===== config.mk =====
export PLATFORM = sky130hd
export DESIGN_NAME = muldiv_unit
export DESIGN_NICKNAME = d
export VERILOG_FILES = /design/src/rtl/muldiv_pkg.sv /design/src/rtl/muldiv_unit.sv
export SDC_FILE = /design/constraint.sdc
export NUM_CORES = 1
export LEC_CHECK = 0
export ABC_CLOCK_PERIOD_IN_PS = 9000
export BUFFER_PORTS_ARGS = -buffer_cell sky130_fd_sc_hd__buf_2
export CORE_ASPECT_RATIO = 1.75
export CORE_MARGIN = 5
export CORE_UTILIZATION = 55
export CTS_BUF_LIST = sky130_fd_sc_hd__clkbuf_16
export DETAILED_ROUTE_END_ITERATION = 6
export GPL_TIMING_DRIVEN = 0
export PLACE_DENSITY = 0.72
export SYNTH_ARGS = -nofsm -noshare
export SYNTH_HDL_FRONTEND = slang
export SYNTH_SLANG_ARGS = --single-unit
export TNS_END_PERCENT = 20

===== constraint.sdc =====
create_clock -name clk -period 9 [get_ports clk]
set_input_delay 1.8 -clock clk [delete_from_list [all_inputs] [get_ports clk]]
set_output_delay 1.8 -clock clk [all_outputs]
set_load 0.02 [all_outputs]

===== src/rtl/muldiv_pkg.sv =====
// Shared definitions for the iterative RISC-V M-extension unit:
// funct3 opcodes and the controller state encoding.
package muldiv_pkg;

  localparam logic [2:0] F3_MUL    = 3'b000;
  localparam logic [2:0] F3_MULH   = 3'b001;
  localparam logic [2:0] F3_MULHSU = 3'b010;
  localparam logic [2:0] F3_MULHU  = 3'b011;
  localparam logic [2:0] F3_DIV    = 3'b100;
  localparam logic [2:0] F3_DIVU   = 3'b101;
  localparam logic [2:0] F3_REM    = 3'b110;
  localparam logic [2:0] F3_REMU   = 3'b111;

  typedef enum logic [1:0] {
    ST_IDLE = 2'd0,
    ST_CALC = 2'd1,
    ST_FIX  = 2'd2,
    ST_DONE = 2'd3
  } state_e;

endpackage


===== src/rtl/muldiv_unit.sv =====
// Iterative MUL/MULH/MULHSU/MULHU/DIV/DIVU/REM/REMU unit: shift-add multiply,
// restoring divide, one bit per cycle, with RISC-V div-by-zero/overflow results.
module muldiv_unit
  import muldiv_pkg::*;
#(
  parameter int XLEN = 32
) (
  input  logic            clk,
  input  logic            rst_n,
  input  logic            start_valid,
  output logic            start_ready,
  input  logic [2:0]      funct3,
  input  logic [XLEN-1:0] rs1_data,
  input  logic [XLEN-1:0] rs2_data,
  input  logic            flush,
  output logic            busy,
  output logic            result_valid,
  input  logic            result_ready,
  output logic [XLEN-1:0] result,
  output state_e          dbg_state_o
);

  // Handshakes: a transfer happens on a rising edge where valid and ready are
  // both high; valid never waits on ready, and flush cancels either transfer.

  localparam int CW = $clog2(XLEN) + 1;

  state_e            state_q, state_d;
  logic [2:0]        op_q;
  logic [XLEN-1:0]   opa_q;
  logic [2*XLEN-1:0] acc_q;
  logic [XLEN-1:0]   rem_q;
  logic [CW-1:0]     cnt_q;
  logic              neg_q, rneg_q;
  logic [XLEN-1:0]   result_q;

  logic              accept;
  logic              is_div, a_signed, b_signed, a_neg, b_neg;
  logic [XLEN-1:0]   a_mag, b_mag;
  logic              div_zero, div_ovf, special;
  logic [XLEN-1:0]   special_res;

  always_comb begin
    accept   = start_valid && (state_q == ST_IDLE) && !flush;
    is_div   = funct3[2];
    a_signed = (funct3 == F3_MULH) || (funct3 == F3_MULHSU) ||
               (funct3 == F3_DIV)  || (funct3 == F3_REM);
    b_signed = (funct3 == F3_MULH) || (funct3 == F3_DIV) || (funct3 == F3_REM);
    a_neg    = a_signed && rs1_data[XLEN-1];
    b_neg    = b_signed && rs2_data[XLEN-1];
    a_mag    = a_neg ? -rs1_data : rs1_data;
    b_mag    = b_neg ? -rs2_data : rs2_data;
    div_zero = is_div && (rs2_data == '0);
    div_ovf  = ((funct3 == F3_DIV) || (funct3 == F3_REM)) &&
               (rs1_data == {1'b1, {(XLEN-1){1'b0}}}) && (rs2_data == '1);
    special  = div_zero || div_ovf;
    if (div_zero) special_res = funct3[1] ? rs1_data : '1;
    else          special_res = funct3[1] ? '0 : rs1_data;
  end

  // One multiply step: add multiplicand into the high half, shift right.
  logic [XLEN:0]     mul_add;
  logic [2*XLEN-1:0] mul_next;
  // One restoring-divide step: the quotient shifts into acc_q's low half
  // while the dividend bits shift out of its top.
  logic [XLEN:0]     rem_sh, rem_diff;
  logic              q_bit;
  logic [XLEN-1:0]   rem_next, quo_next;

  always_comb begin
    mul_add  = {1'b0, acc_q[2*XLEN-1:XLEN]} + (acc_q[0] ? {1'b0, opa_q} : '0);
    mul_next = {mul_add, acc_q[XLEN-1:1]};
    rem_sh   = {rem_q, acc_q[XLEN-1]};
    rem_diff = rem_sh - {1'b0, opa_q};
    q_bit    = ~rem_diff[XLEN];
    rem_next = q_bit ? rem_diff[XLEN-1:0] : rem_sh[XLEN-1:0];
    quo_next = {acc_q[XLEN-2:0], q_bit};
  end

  logic [2*XLEN-1:0] prod;
  logic [XLEN-1:0]   mul_res, quo_res, rem_res, fix_res;

  always_comb begin
    prod    = neg_q ? -acc_q : acc_q;
    mul_res = (op_q == F3_MUL) ? prod[XLEN-1:0] : prod[2*XLEN-1:XLEN];
    quo_res = neg_q ? -acc_q[XLEN-1:0] : acc_q[XLEN-1:0];
    rem_res = rneg_q ? -rem_q : rem_q;
    if (!op_q[2])     fix_res = mul_res;
    else if (op_q[1]) fix_res = rem_res;
    else              fix_res = quo_res;
  end

  // State register
  always_ff @(posedge clk or negedge rst_n) begin
    if (!rst_n) state_q <= ST_IDLE;
    else        state_q <= state_d;
  end

  // Next-state logic
  always_comb begin
    state_d = state_q;
    if (flush) begin
      state_d = ST_IDLE;
    end else begin
      case (state_q)
        ST_IDLE: if (start_valid) state_d = special ? ST_DONE : ST_CALC;
        ST_CALC: if (cnt_q == CW'(1)) state_d = ST_FIX;
        ST_FIX:  state_d = ST_DONE;
        ST_DONE: if (result_ready) state_d = ST_IDLE;
        default: state_d = ST_IDLE;
      endcase
    end
  end

  // Output decode
  always_comb begin
    start_ready  = (state_q == ST_IDLE);
    busy         = (state_q != ST_IDLE);
    result_valid = (state_q == ST_DONE);
    result       = result_q;
    dbg_state_o  = state_q;
  end

  // Datapath
  always_ff @(posedge clk or negedge rst_n) begin
    if (!rst_n) begin
      op_q     <= '0;
      opa_q    <= '0;
      acc_q    <= '0;
      rem_q    <= '0;
      cnt_q    <= '0;
      neg_q    <= 1'b0;
      rneg_q   <= 1'b0;
      result_q <= '0;
    end else if (accept) begin
      op_q   <= funct3;
      opa_q  <= is_div ? b_mag : a_mag;
      acc_q  <= {{XLEN{1'b0}}, (is_div ? a_mag : b_mag)};
      rem_q  <= '0;
      cnt_q  <= CW'(XLEN);
      neg_q  <= a_neg ^ b_neg;
      rneg_q <= a_neg;
      if (special) result_q <= special_res;
    end else if (!flush && state_q == ST_CALC) begin
      cnt_q <= cnt_q - CW'(1);
      if (op_q[2]) begin
        acc_q <= {{XLEN{1'b0}}, quo_next};
        rem_q <= rem_next;
      end else begin
        acc_q <= mul_next;
      end
    end else if (!flush && state_q == ST_FIX) begin
      result_q <= fix_res;
    end
  end

endmodule


# --- After elaboration in Yosys (flattened, before gate mapping) ---
# Cells that the tools add are included.
word_totals:
  ff_bits: 173
  out_inout_bits: 37
  elab_cells: 94
op_classes:
  eq_ne: 15
  n_bitwise: 2
  add_sub_neg: 8
  n_reduce_logical: 27
  muxes: 33
op_table:
  columns: ["operator", "count"]
  rows:
  - ["32-bit two-way mux", 21]
  - ["64-bit two-way mux", 4]
  - ["32-bit negation", 4]
  - ["32-bit equality test, second input constant", 2]
  - ["64-bit negation", 1]
  - ["32-bit by 32-bit adder with 33-bit output", 1]
  - ["33-bit by 32-bit subtractor with 33-bit output", 1]
  - ["32-bit zero test", 1]
  - ["6-bit two-way mux", 2]
  - ["2-bit two-way mux", 5]
  - ["1-bit logical AND", 9]
  - ["2-bit one-hot mux with 4 select lines", 1]
  - ["2-bit nonzero test", 4]
  - ["1-bit logical OR", 7]
  - ["3-bit equality test, second input constant", 2]
  - ["6-bit by 1-bit equality test with 1-bit output, second input constant", 1]
  - ["3-bit by 2-bit inequality test with 1-bit output, second input constant", 2]
  - ["3-bit AND reduction", 2]
  - ["6-bit by 1-bit subtractor with 6-bit output, second input constant", 1]
  - ["2-bit equality test, second input constant", 2]
  - ["3-bit by 1-bit equality test with 1-bit output, second input constant", 1]
  - ["3-bit by 2-bit equality test with 1-bit output, second input constant", 1]
  - ["3-bit zero test", 1]
  - ["3-bit inequality test, second input constant", 1]
  - ["other kinds (8)", 8]

# --- Longest topological paths before layout ---
# Gate-level depths: netlist of the first run.
logic_depth:
  ltp_word: 9
  depth_mapped: 14
  mapped_depth_nobuf: 13

# --- Worst setup path before layout of the first run ---
# No wires, ideal clock.
synth_path:
  kind: "input to register"
  start: "in rs2_data[0]"
  end: "reg result_q[5] (netlist: result[5])"
  path_slack_ns: 4.286
  t_arrival_ns: 4.632
  path_stages: 12
  setup_time_ns: 0.082
  t_required_ns: 8.918
  path_cell_list: "inv_1 -> ha_1 -> or4b_2 -> nor4_1 -> nand3_1 -> nor3_1 -> clkbuf_1 -> clkbuf_1 -> nor2_1 -> o21ai_0 -> nand2_1 -> a31oi_1"
synth_between:
  elab_chain_len: 5
  elab_cells_between_ends: 10
  cone_classes: "eq/ne (2); mux (3); reduce/logical (5)"
synth_lines:
  columns: ["element", "line", "rtl"]
  rows:
  - ["start, declared", "muldiv_unit.sv:14", "input logic [XLEN-1:0] rs2_data,"]
  - ["32-bit equality test or 32-bit zero test (tied branches)", "muldiv_unit.sv:55, muldiv_unit.sv:53", null]
  - ["1-bit logical AND (on tied branches)", "muldiv_unit.sv:55, muldiv_unit.sv:53", null]
  - ["1-bit logical OR or 32-bit two-way mux (tied branches)", "muldiv_unit.sv:56, muldiv_unit.sv:57", null]
  - ["2-bit by 1-bit inequality test with 1-bit output (no line) or 32-bit two-way mux (tied branches)", null, null]
  - ["3-bit AND reduction (no line) or 32-bit two-way mux (tied branches)", null, null]
  - ["end signal, assigned", "muldiv_unit.sv:143", "if (special) result_q <= special_res;"]
  - ["end signal, assigned", "muldiv_unit.sv:153", "result_q <= fix_res;"]
  - ["end, declared", "muldiv_unit.sv:35", "logic [XLEN-1:0] result_q;"]
# Several ways; a longest one is shown, not always the timed one. The select of a mux whose other input is x is not followed.
# A chain may end at the register's enable or synchronous reset.

# --- Final worst setup path of the first run ---
layout_path:
  start: "in funct3[2]"
  end: "reg opa_q[30]"
layout_between:
  elab_chain_len: 7
  elab_cells_between_ends: 14
  cone_classes: "eq/ne (4); mux (3); reduce/logical (7)"
layout_lines:
  columns: ["element", "line", "rtl"]
  rows:
  - ["start, declared", "muldiv_unit.sv:12", "input logic [2:0] funct3,"]
  - ["3-bit by 1-bit equality test with 1-bit output or 3-bit by 2-bit equality test with 1-bit output (tied branches)", "muldiv_unit.sv:46, muldiv_unit.sv:48", null]
  - ["1-bit logical OR (2 in series)", "muldiv_unit.sv:46", "a_signed = (funct3 == F3_MULH) || (funct3 == F3_MULHSU) ||"]
  - ["1-bit logical OR", "muldiv_unit.sv:47", "(funct3 == F3_DIV) || (funct3 == F3_REM);"]
  - ["1-bit logical AND", "muldiv_unit.sv:49", "a_neg = a_signed && rs1_data[XLEN-1];"]
  - ["32-bit two-way mux", "muldiv_unit.sv:51", "a_mag = a_neg ? -rs1_data : rs1_data;"]
  - ["32-bit two-way mux (*)", "muldiv_unit.sv:137", "opa_q <= is_div ? b_mag : a_mag;"]
  - ["end signal, assigned", "muldiv_unit.sv:137", null]
  - ["end, declared", "muldiv_unit.sv:30", "logic [XLEN-1:0] opa_q;"]
# Mark *: on every way between the ends. The rest lies on a longest branch, timed or not.

==> impl_metrics.csv, run 1 <==
group,metric,value,unit
clock_tree,cts_sinks,173,
clock_tree,cts_htree_levels,4,
final_layout,fillers,2699,
power,power.density,295,nW/um2
yosys,ys_warn_count,0,
drt,drc,0,
yosys,async_flop_share,1.00,
global_route,grt_usage,0.446,
placement,place_inst,2637,
placement,hpwl,60500,um
die,die_area,33200,um2
clock_tree,clk_latency,470,ps
drt,firstDrtPassIters,6,
clock_tree,cts_tree,"done",
placement,io_buffers,106,
timing,relSlewSlack,0.154,
worst_setup_path,critPathCaptureType,"register",
final_layout,final_common_cell,"nand2_1",
die,dieWidth,140,um
worst_setup_path,crit_type,"primary input to register",
final_layout,area_growth_syn_to_layout,10.2,%
final_layout,finish.cell_count_without_fillers,2673,
clock_tree,cts_inserted_buffers,17,
timing,slew_viol_final,0,
global_route,antenna_found_initial,5,
worst_setup_path,critPathMaxFanout,10,
timing,tightest_slew,1260,ps
timing,rsz0062_at_grt,"no",
clock_tree,root_buffer,"clkbuf_16",
yosys,syn_inst,2148,
drt,initialDrtViolationCount,1985,
die,fp-row-count,83,
drt,avgViaCountPerCell,6.72,
yosys,ys_ff_latch,173,
clock_tree,ctsHoldBuffers,0,
timing,fmax,168,MHz
worst_hold_path,hold_class,"register to register",
final_layout,seqCellArea,4330,um2
yosys,synth_nets,2297,
global_route,grt_first_pass_wirelength,111000,um
yosys,synth_top_flop_cell,"dfrtp_1",
worst_setup_path,arrival,6220,ps
yosys,synth_edf_count,0,
final_layout,layout_common_cells,"nand2_1, nor2_1, o21ai_0",
clock_tree,clkTransAtPathRegs,70,ps
global_route,grt_max_degree,89,
worst_setup_path,required,9280,ps
yosys,netlist_area,16200,um2
timing,hold_viol_final,0,
timing,fin_crit_sh,0.660,
drt,route.antenna.remaining_nets,0,
worst_setup_path,start_kind,"primary input",
timing,finClkSkew,15.0,ps
die,coreArea,29300,um2
yosys,synth_cell_types,72,
yosys,synth_seq_area_share,0.266,
yosys,syn_area_per_cell,7.56,um2
outcome,outcome,"completed",
timing,min_period,5940,ps
timing,fin_tns_setup,0,ps
power,ir_worst_vdd,0.154,mV
drt,vias,17967,
clock_tree,clk_path_buf_depth,2,
final_layout,multi_input_comb_area,11200,um2
die,die_h,237,um
placement,globalplace.congestion,1.14,
clock_tree,cts_setup_buffers,0,
drt,totalWireLength,75300,um
clock_tree,postCtsResizedCells,0,
die,boundaryPins,109,
final_layout,drive_gt1_frac,0.0761,
global_route,grt_pass1_vias,17306,
global_route,overflow,0,
timing,finalSetupViolCount,0,
die,initial_utilization,0.555,
final_layout,nNetsFinal,2423,
timing,holdWs,500,ps
power,p_leak,7.59,nW
job,cap_violations,0,
drt,wire_per_inst,28.2,um
## per-layer routing
layer,share of wire,track usage,vias up
li1,-,-,8011
met1,0.33,0.472,8525
met2,0.47,0.732,1090
met3,0.083,0.0934,337
met4,0.12,0.413,4
met5,0.00045,0,-
## state kept, by name (all words and copies together) (netlist names)
name,count
cnt_q,6
neg_q,1
rneg_q,1
opa_q,32
result,32
acc_q,64
rem_q,32
op_q,3
dbg_state_o,2
## synth_stat cells, types with 16 or more instances
cell type	number	area, um2
o22ai_1	17	106
buf_1	22	82.6
inv_1	69	259
a21oi_1	164	821
nor2_1	228	856
a221oi_1	17	149
nor3_1	35	175
mux2i_1	70	701
xnor2_1	112	981
a211oi_1	17	128
nand4_1	17	106
nor4_1	24	150
a31oi_1	24	150
nand2_1	267	1000
nand2b_1	20	125
or2_2	16	100
dfrtp_1	173	4330
ha_1	75	938
o21ai_0	227	1140
nand3_1	25	125
clkbuf_1	98	368
a21o_1	34	255
xor2_1	92	806
or4_1	17	128
or3_1	31	194
o31ai_1	45	338
o211ai_1	56	420
## final timing paths
path	from	endpoint	slack (ps)	depth (start not counted)
worst max-delay path	funct3[2]	opa_q[30]$_DFFE_PN0P_	3060	12
worst min-delay path	opa_q[12]$_DFFE_PN0P_	opa_q[12]$_DFFE_PN0P_	500	2
worst max register to register	acc_q[31]$_DFFE_PN0P_	rem_q[25]$_DFFE_PN0P_	4330	14
worst min register to register	opa_q[12]$_DFFE_PN0P_	opa_q[12]$_DFFE_PN0P_	500	2
max in group asynchronous	rst_n	acc_q[61]$_DFFE_PN0P_	6780	2
min in group asynchronous	rst_n	rem_q[29]$_DFFE_PN0P_	1300	1
## logic make-up after synthesis
kind of cell             synth area share
AO/OA/AOI/OAI                       0.262
AND/OR/NAND/NOR                     0.211
adder cells (fa/ha/maj)            0.0615
flip-flops                          0.266
multiplexers                       0.0438
XOR/XNOR                            0.110
buffers and inverters              0.0457
## cell type report
type | instances | share of cell area
multi-input combinational | 1780 | 0.625
clock buffer | 17 | 0.0238
antenna | 4 | 0.000559
tap | 382 | 0.0267
sequential | 173 | 0.242
timing repair buffer | 107 | 0.0317
buffer | 124 | 0.0266
clock inverter | 15 | 0.00916
inverter | 71 | 0.0149
## power by group
group          total, mW  leakage [nW]  internal (mW)  switching (mW)
logic               3.13          5.05           1.04            2.09
registers           1.39          2.25           1.03           0.352
clock network      0.766         0.291          0.413           0.354
total               5.28          7.59           2.49            2.80
## worst max-delay path: stages
cell	delay, ps
clkbuf_1	600
clkinv_1	610
nor2_1	740
a21oi_1	350
nand2b_1	240
clkbuf_1	210
clkbuf_1	290
a21oi_1	210
xnor2_1	340
a21oi_1	140
o21ai_0	440
o21ai_0	240
## stage by stage
stage	utilization	setup slack [ps]	cell area, um2	power (mW)
2_1_floorplan	-	4290	16200	3.28
3_5_place_dp	0.591	2870	17300	4.36
3_3_place_gp	0.589	2890	17300	4.30
6_report	0.611	3060	17900	5.28
5_1_grt	0.611	2760	17900	5.52
4_1_cts	0.611	3340	17900	5.14
Note: power is estimated with default switching activity, not from simulation.
==> run 2: changes to the inputs <==
Settings changed: ABC_AREA set to 1, ABC_CLOCK_PERIOD_IN_PS 9000 to 5000, PLACE_DENSITY 0.72 to 0.74.
Clock period 9 ns to 5 ns, I/O delays scaled along.
==> impl_metrics.csv, run 2 <==
group,metric,value,unit
clock_tree,ctsHoldBuffers,0,
global_route,overflow,141,
clock_tree,cts_htree_levels,4,
global_route,grt_first_pass_wirelength,178000,um
clock_tree,root_buffer,"clkbuf_16",
die,initial_utilization,0.557,
clock_tree,clk_path_buf_depth,2,
die,dieWidth,151,um
global_route,grt_pass1_vias,27019,
yosys,ys_warn_count,0,
yosys,yosysMostFrequentCell,"nand2_1",
outcome,outcome,"stopped before the end",
outcome,error_line,"[ERROR GRT-0116] Global routing finished with congestion. Check the congestion regions in the DRC Viewer.",
yosys,synth_top_area_cell,"dfrtp_1",
yosys,synth_edf_count,0,
placement,io_buffers,108,
clock_tree,postCtsResizedCells,0,
yosys,synth.top_cells.by_area,"dfrtp_1, nand2_1, nand3_1",
yosys,synth_common_cells,"nand2_1, nor2_1, nand3_1",
yosys,syn_area_per_cell,5.74,um2
global_route,grt_usage,0.602,
yosys,syn_inst,3346,
yosys,synth_nets,3495,
placement,globalplace.congestion,1.28,
clock_tree,cts_setup_buffers,0,
die,fp-row-count,90,
yosys,netlist_area,19200,um2
yosys,synth_seq_area_share,0.225,
clock_tree,cts_inserted_buffers,17,
yosys,ys_ff_latch,173,
yosys,synth_top_area_share,0.225,
die,boundaryPins,109,
outcome,failing_step,"5_1_grt",
die,die_h,257,um
clock_tree,cts_sinks,173,
yosys,synth_top_flop_cell,"dfrtp_1",
placement,hpwl,84200,um
yosys,synth_cell_types,51,
yosys,async_flop_share,1.00,
global_route,grt_max_degree,92,
## run 2: changes by cell type after synthesis, moves of 28 or more
cell | before | now
nand2_1 | 267 | 1089
nand3_1 | 25 | 391
inv_1 | 69 | 389
nor2_1 | 228 | 394
xnor2_1 | 112 | 13
mux2i_1 | 70 | 0
o21ai_0 | 227 | 179
o31ai_1 | 45 | 0
nand4_1 | 17 | 50
clkbuf_1 | 98 | 66
o211ai_1 | 56 | 25
or3_1 | 31 | 0
a21o_1 | 34 | 6
## run 2: logic make-up after synthesis
logic type | after synthesis | synth area share
buf+inv | 509 | 0.103
compound gates | 509 | 0.151
flops | 173 | 0.225
xor+xnor | 80 | 0.0365
fa+ha+maj | 77 | 0.0509
simple gates | 1998 | 0.433
## run 2: through the flow
stage / hold slack, ps / setup slack (ps) / util / cells / instance area, um2
detailed placement: 469 / 950 / 0.591 / 3915 / 20400
global placement: 462 / 135 / 0.590 / 3914 / 20300
CTS: 486 / 1370 / 0.608 / 3947 / 20900
floorplan: 454 / 2380 / - / 3346 / 19200
## run 2: routing by layer
metal | track usage | GRT overflow
met1 | 0.595 | 1
met2 | 0.841 | 83
met3 | 0.318 | 0
met4 | 0.648 | 57
met5 | 0.0303 | 0
==> run 3: changes to the inputs <==
Settings changed: ABC_CLOCK_PERIOD_IN_PS 5000 to 6500, CORE_ASPECT_RATIO 1.75 to not set, CORE_UTILIZATION 55 to 40, CTS_BUF_LIST sky130_fd_sc_hd__clkbuf_16 to not set, PLACE_DENSITY 0.74 to not set, PLACE_DENSITY_LB_ADDON set to 0.15.
Clock period 5 ns to 6.5 ns, I/O delays scaled along.
==> impl_metrics.csv, run 3 <==
group,metric,value,unit
outcome,outcome,"completed",
die,dieWidth,229,um
drt,route.antenna.remaining_nets,0,
die,die_h,229,um
worst_setup_path,start_kind,"primary input",
yosys,synth_seq_area_share,0.225,
global_route,grt_max_degree,101,
die,coreArea,47600,um2
power,power_frac_clock,0.139,
timing,fin_tns_setup,0,ps
clock_tree,cts_tree,"done",
power,ir_worst_vdd,0.216,mV
clock_tree,clkTransAtPathRegs,70,ps
clock_tree,cts_sinks,173,
placement,hpwl,80400,um
worst_setup_path,critPathMaxFanout,10,
worst_hold_path,holdPathStages,2,
yosys,ys_warn_count,0,
power,switching_share,0.586,
timing,slew_viol_final,0,
worst_setup_path,cpPeakStageDelay,330,ps
timing,min_period,3780,ps
yosys,synth_top_flop_cell,"dfrtp_1",
clock_tree,cts_htree_levels,4,
clock_tree,root_buffer,"clkbuf_16",
worst_setup_path,path_buf_inv,3,
drt,initialDrtViolationCount,3140,
drt,vias,23543,
yosys,syn_inst,3346,
yosys,synth_cell_types,51,
worst_setup_path,arrival,4140,ps
clock_tree,ctsHoldBuffers,0,
yosys,syn_area_per_cell,5.74,um2
final_layout,final_common_cell,"nand2_1",
job,cap_violations,0,
placement,io_buffers,108,
worst_setup_path,required,6860,ps
power,power.total,8.29,mW
drt,firstDrtPassIters,6,
final_layout,finish.cell_count_without_fillers,4102,
timing,finalSetupViolCount,0,
final_layout,area_growth_syn_to_layout,10.3,%
die,boundaryPins,109,
placement,place_inst,4070,
timing,fmax,264,MHz
final_layout,nNetsFinal,3623,
worst_setup_path,rr_worst_depth,15,
final_layout,regMostFlops,"acc_q",
worst_setup_path,worst_path_max_delay_cell,"nand2_1",
placement,globalplace.congestion,1.08,
clock_tree,clk_path_buf_depth,2,
timing,fin_crit_sh,0.582,
yosys,synth.top_cells.by_area,"dfrtp_1, nand2_1, nand3_1",
die,fp-row-count,80,
worst_setup_path,path_common_cell,"nand2_1",
timing,hold_viol_final,0,
global_route,antenna_found_initial,1,
worst_setup_path,cp.depth,15,
power,power.density,391,nW/um2
worst_setup_path,cp_top_family,"simple AND/OR/NAND/NOR gates",
power,pwr-share-seq,0.231,
worst_setup_path,r2r_slack,2960,ps
clock_tree,clk_latency,480,ps
yosys,netlist_area,19200,um2
final_layout,fillers,5379,
global_route,grt_usage,0.356,
timing,finClkSkew,15.1,ps
yosys,yosysMostFrequentCell,"nand2_1",
final_layout,diodes,0,
drt,avgViaCountPerCell,5.74,
global_route,overflow,0,
worst_setup_path,crit_chain,"buf_2 -> inv_1 -> ha_1 -> nand3_1 -> nor2_2 -> nand3_1 -> nor2_1 -> nand2_1 -> nand2_1 -> nand2_1 -> nand2_1 -> buf_4 -> nand3_1 -> nor2_1 -> nor2_1",
clock_tree,cts_inserted_buffers,17,
worst_hold_path,hold_class,"register to register",
final_layout,drive_gt1_frac,0.0591,
drt,drc,0,
timing,rsz0062_at_grt,"no",
worst_setup_path,critPathCaptureType,"register",
yosys,ys_ff_latch,173,
final_layout,layout_common_cells,"nand2_1, nor2_1, nand3_1",
global_route,grt_pass1_vias,21759,
yosys,synth_nets,3495,
power,p_int,3.43,mW
final_layout,final_util,0.445,
timing,relSlewSlack,0.410,
power,p_leak,11.1,nW
final_layout,largest_register_ffs,64,
clock_tree,postCtsResizedCells,0,
yosys,async_flop_share,1.00,
yosys,synth_common_cells,"nand2_1, nor2_1, nand3_1",
worst_setup_path,crit_type,"primary input to register",
global_route,grt_first_pass_wirelength,141000,um
drt,totalWireLength,96000,um
drt,wire_per_inst,23.4,um
yosys,synth_edf_count,0,
yosys,synth_top_area_cell,"dfrtp_1",
power,p_switching,4.86,mW
clock_tree,cts_setup_buffers,0,
die,die_area,52500,um2
power,comb_power_share,0.630,
yosys,synth_top_area_share,0.225,
die,initial_utilization,0.403,
timing,tightest_slew,885,ps
## run 3: cell counts after synthesis
No cell type changed its count.
## run 3: power by group through the flow
stage / Sequential, mW / Combinational, mW / Clock (mW)
after global placement: 1.89 / 5.03 / 0
after floorplan: 1.77 / 3.09 / 0
after global routing: 1.92 / 5.63 / 1.20
after detailed placement: 1.89 / 5.02 / 0
after CTS: 1.87 / 5.04 / 1.16
final: 1.91 / 5.22 / 1.15
## run 3: worst paths after layout
kind | start | end
min in group asynchronous | rst_n | acc_q[57]$_DFFE_PN0P_
worst max-delay path | rs1_data[0] | result[25]$_DFFE_PN0P_
worst min register to register | result[12]$_DFFE_PN0P_ | result[12]$_DFFE_PN0P_
worst min-delay path | result[12]$_DFFE_PN0P_ | result[12]$_DFFE_PN0P_
max in group asynchronous | rst_n | rem_q[8]$_DFFE_PN0P_
worst max register to register | acc_q[0]$_DFFE_PN0P_ | acc_q[59]$_DFFE_PN0P_
## run 3: cells by family after synthesis
| kind of cell | count (synthesis) | synth area share |
|---|---|---|
| compound gates | 509 | 0.151 |
| xor+xnor | 80 | 0.0365 |
| fa+ha+maj | 77 | 0.0509 |
| buf+inv | 509 | 0.103 |
| flops | 173 | 0.225 |
| simple gates | 1998 | 0.433 |
## run 3: cell type report
cell class                 instances  area [um2]  area share
buffer                           109         480      0.0227
clock buffer                      19         433      0.0204
clock inverter                    13         194     0.00916
inverter                         400        1500      0.0709
multi-input combinational       2664       12900       0.609
sequential                       173        4330       0.204
tap                              615         769      0.0363
timing repair buffer             109         578      0.0273
## run 3: stage by stage
stage / cell area [um2] / setup WS [ps] / hold WS, ps
2_1_floorplan: 19200 / 3710 / 454
3_3_place_gp: 20500 / 1100 / 466
3_5_place_dp: 20600 / 2330 / 465
4_1_cts: 21200 / 2820 / 483
5_1_grt: 21200 / 2630 / 511
6_report: 21200 / 2720 / 474
## run 3: routing by layer
layer,part of all wire,track usage,vias up,routed length (um)
met1,0.43,0.508,10852,41600
met2,0.39,0.493,1284,37600
li1,-,-,11174,-
met3,0.11,0.0756,231,10200
met5,0.00014,0,-,13
met4,0.069,0.206,2,6610
## run 3: worst reg2reg max path: stages (launching register included)
cell and delay, ps:
dfrtp_1 340, clkbuf_1 320, clkbuf_1 350, nand2_1 90, inv_1 60, ha_1 150, inv_1 60, fa_1 400
o21ai_0 370, inv_1 110, o21ai_0 630, nand3_1 160, nand2_1 190, nand2_1 70, nand2_1 60, o21bai_1 60
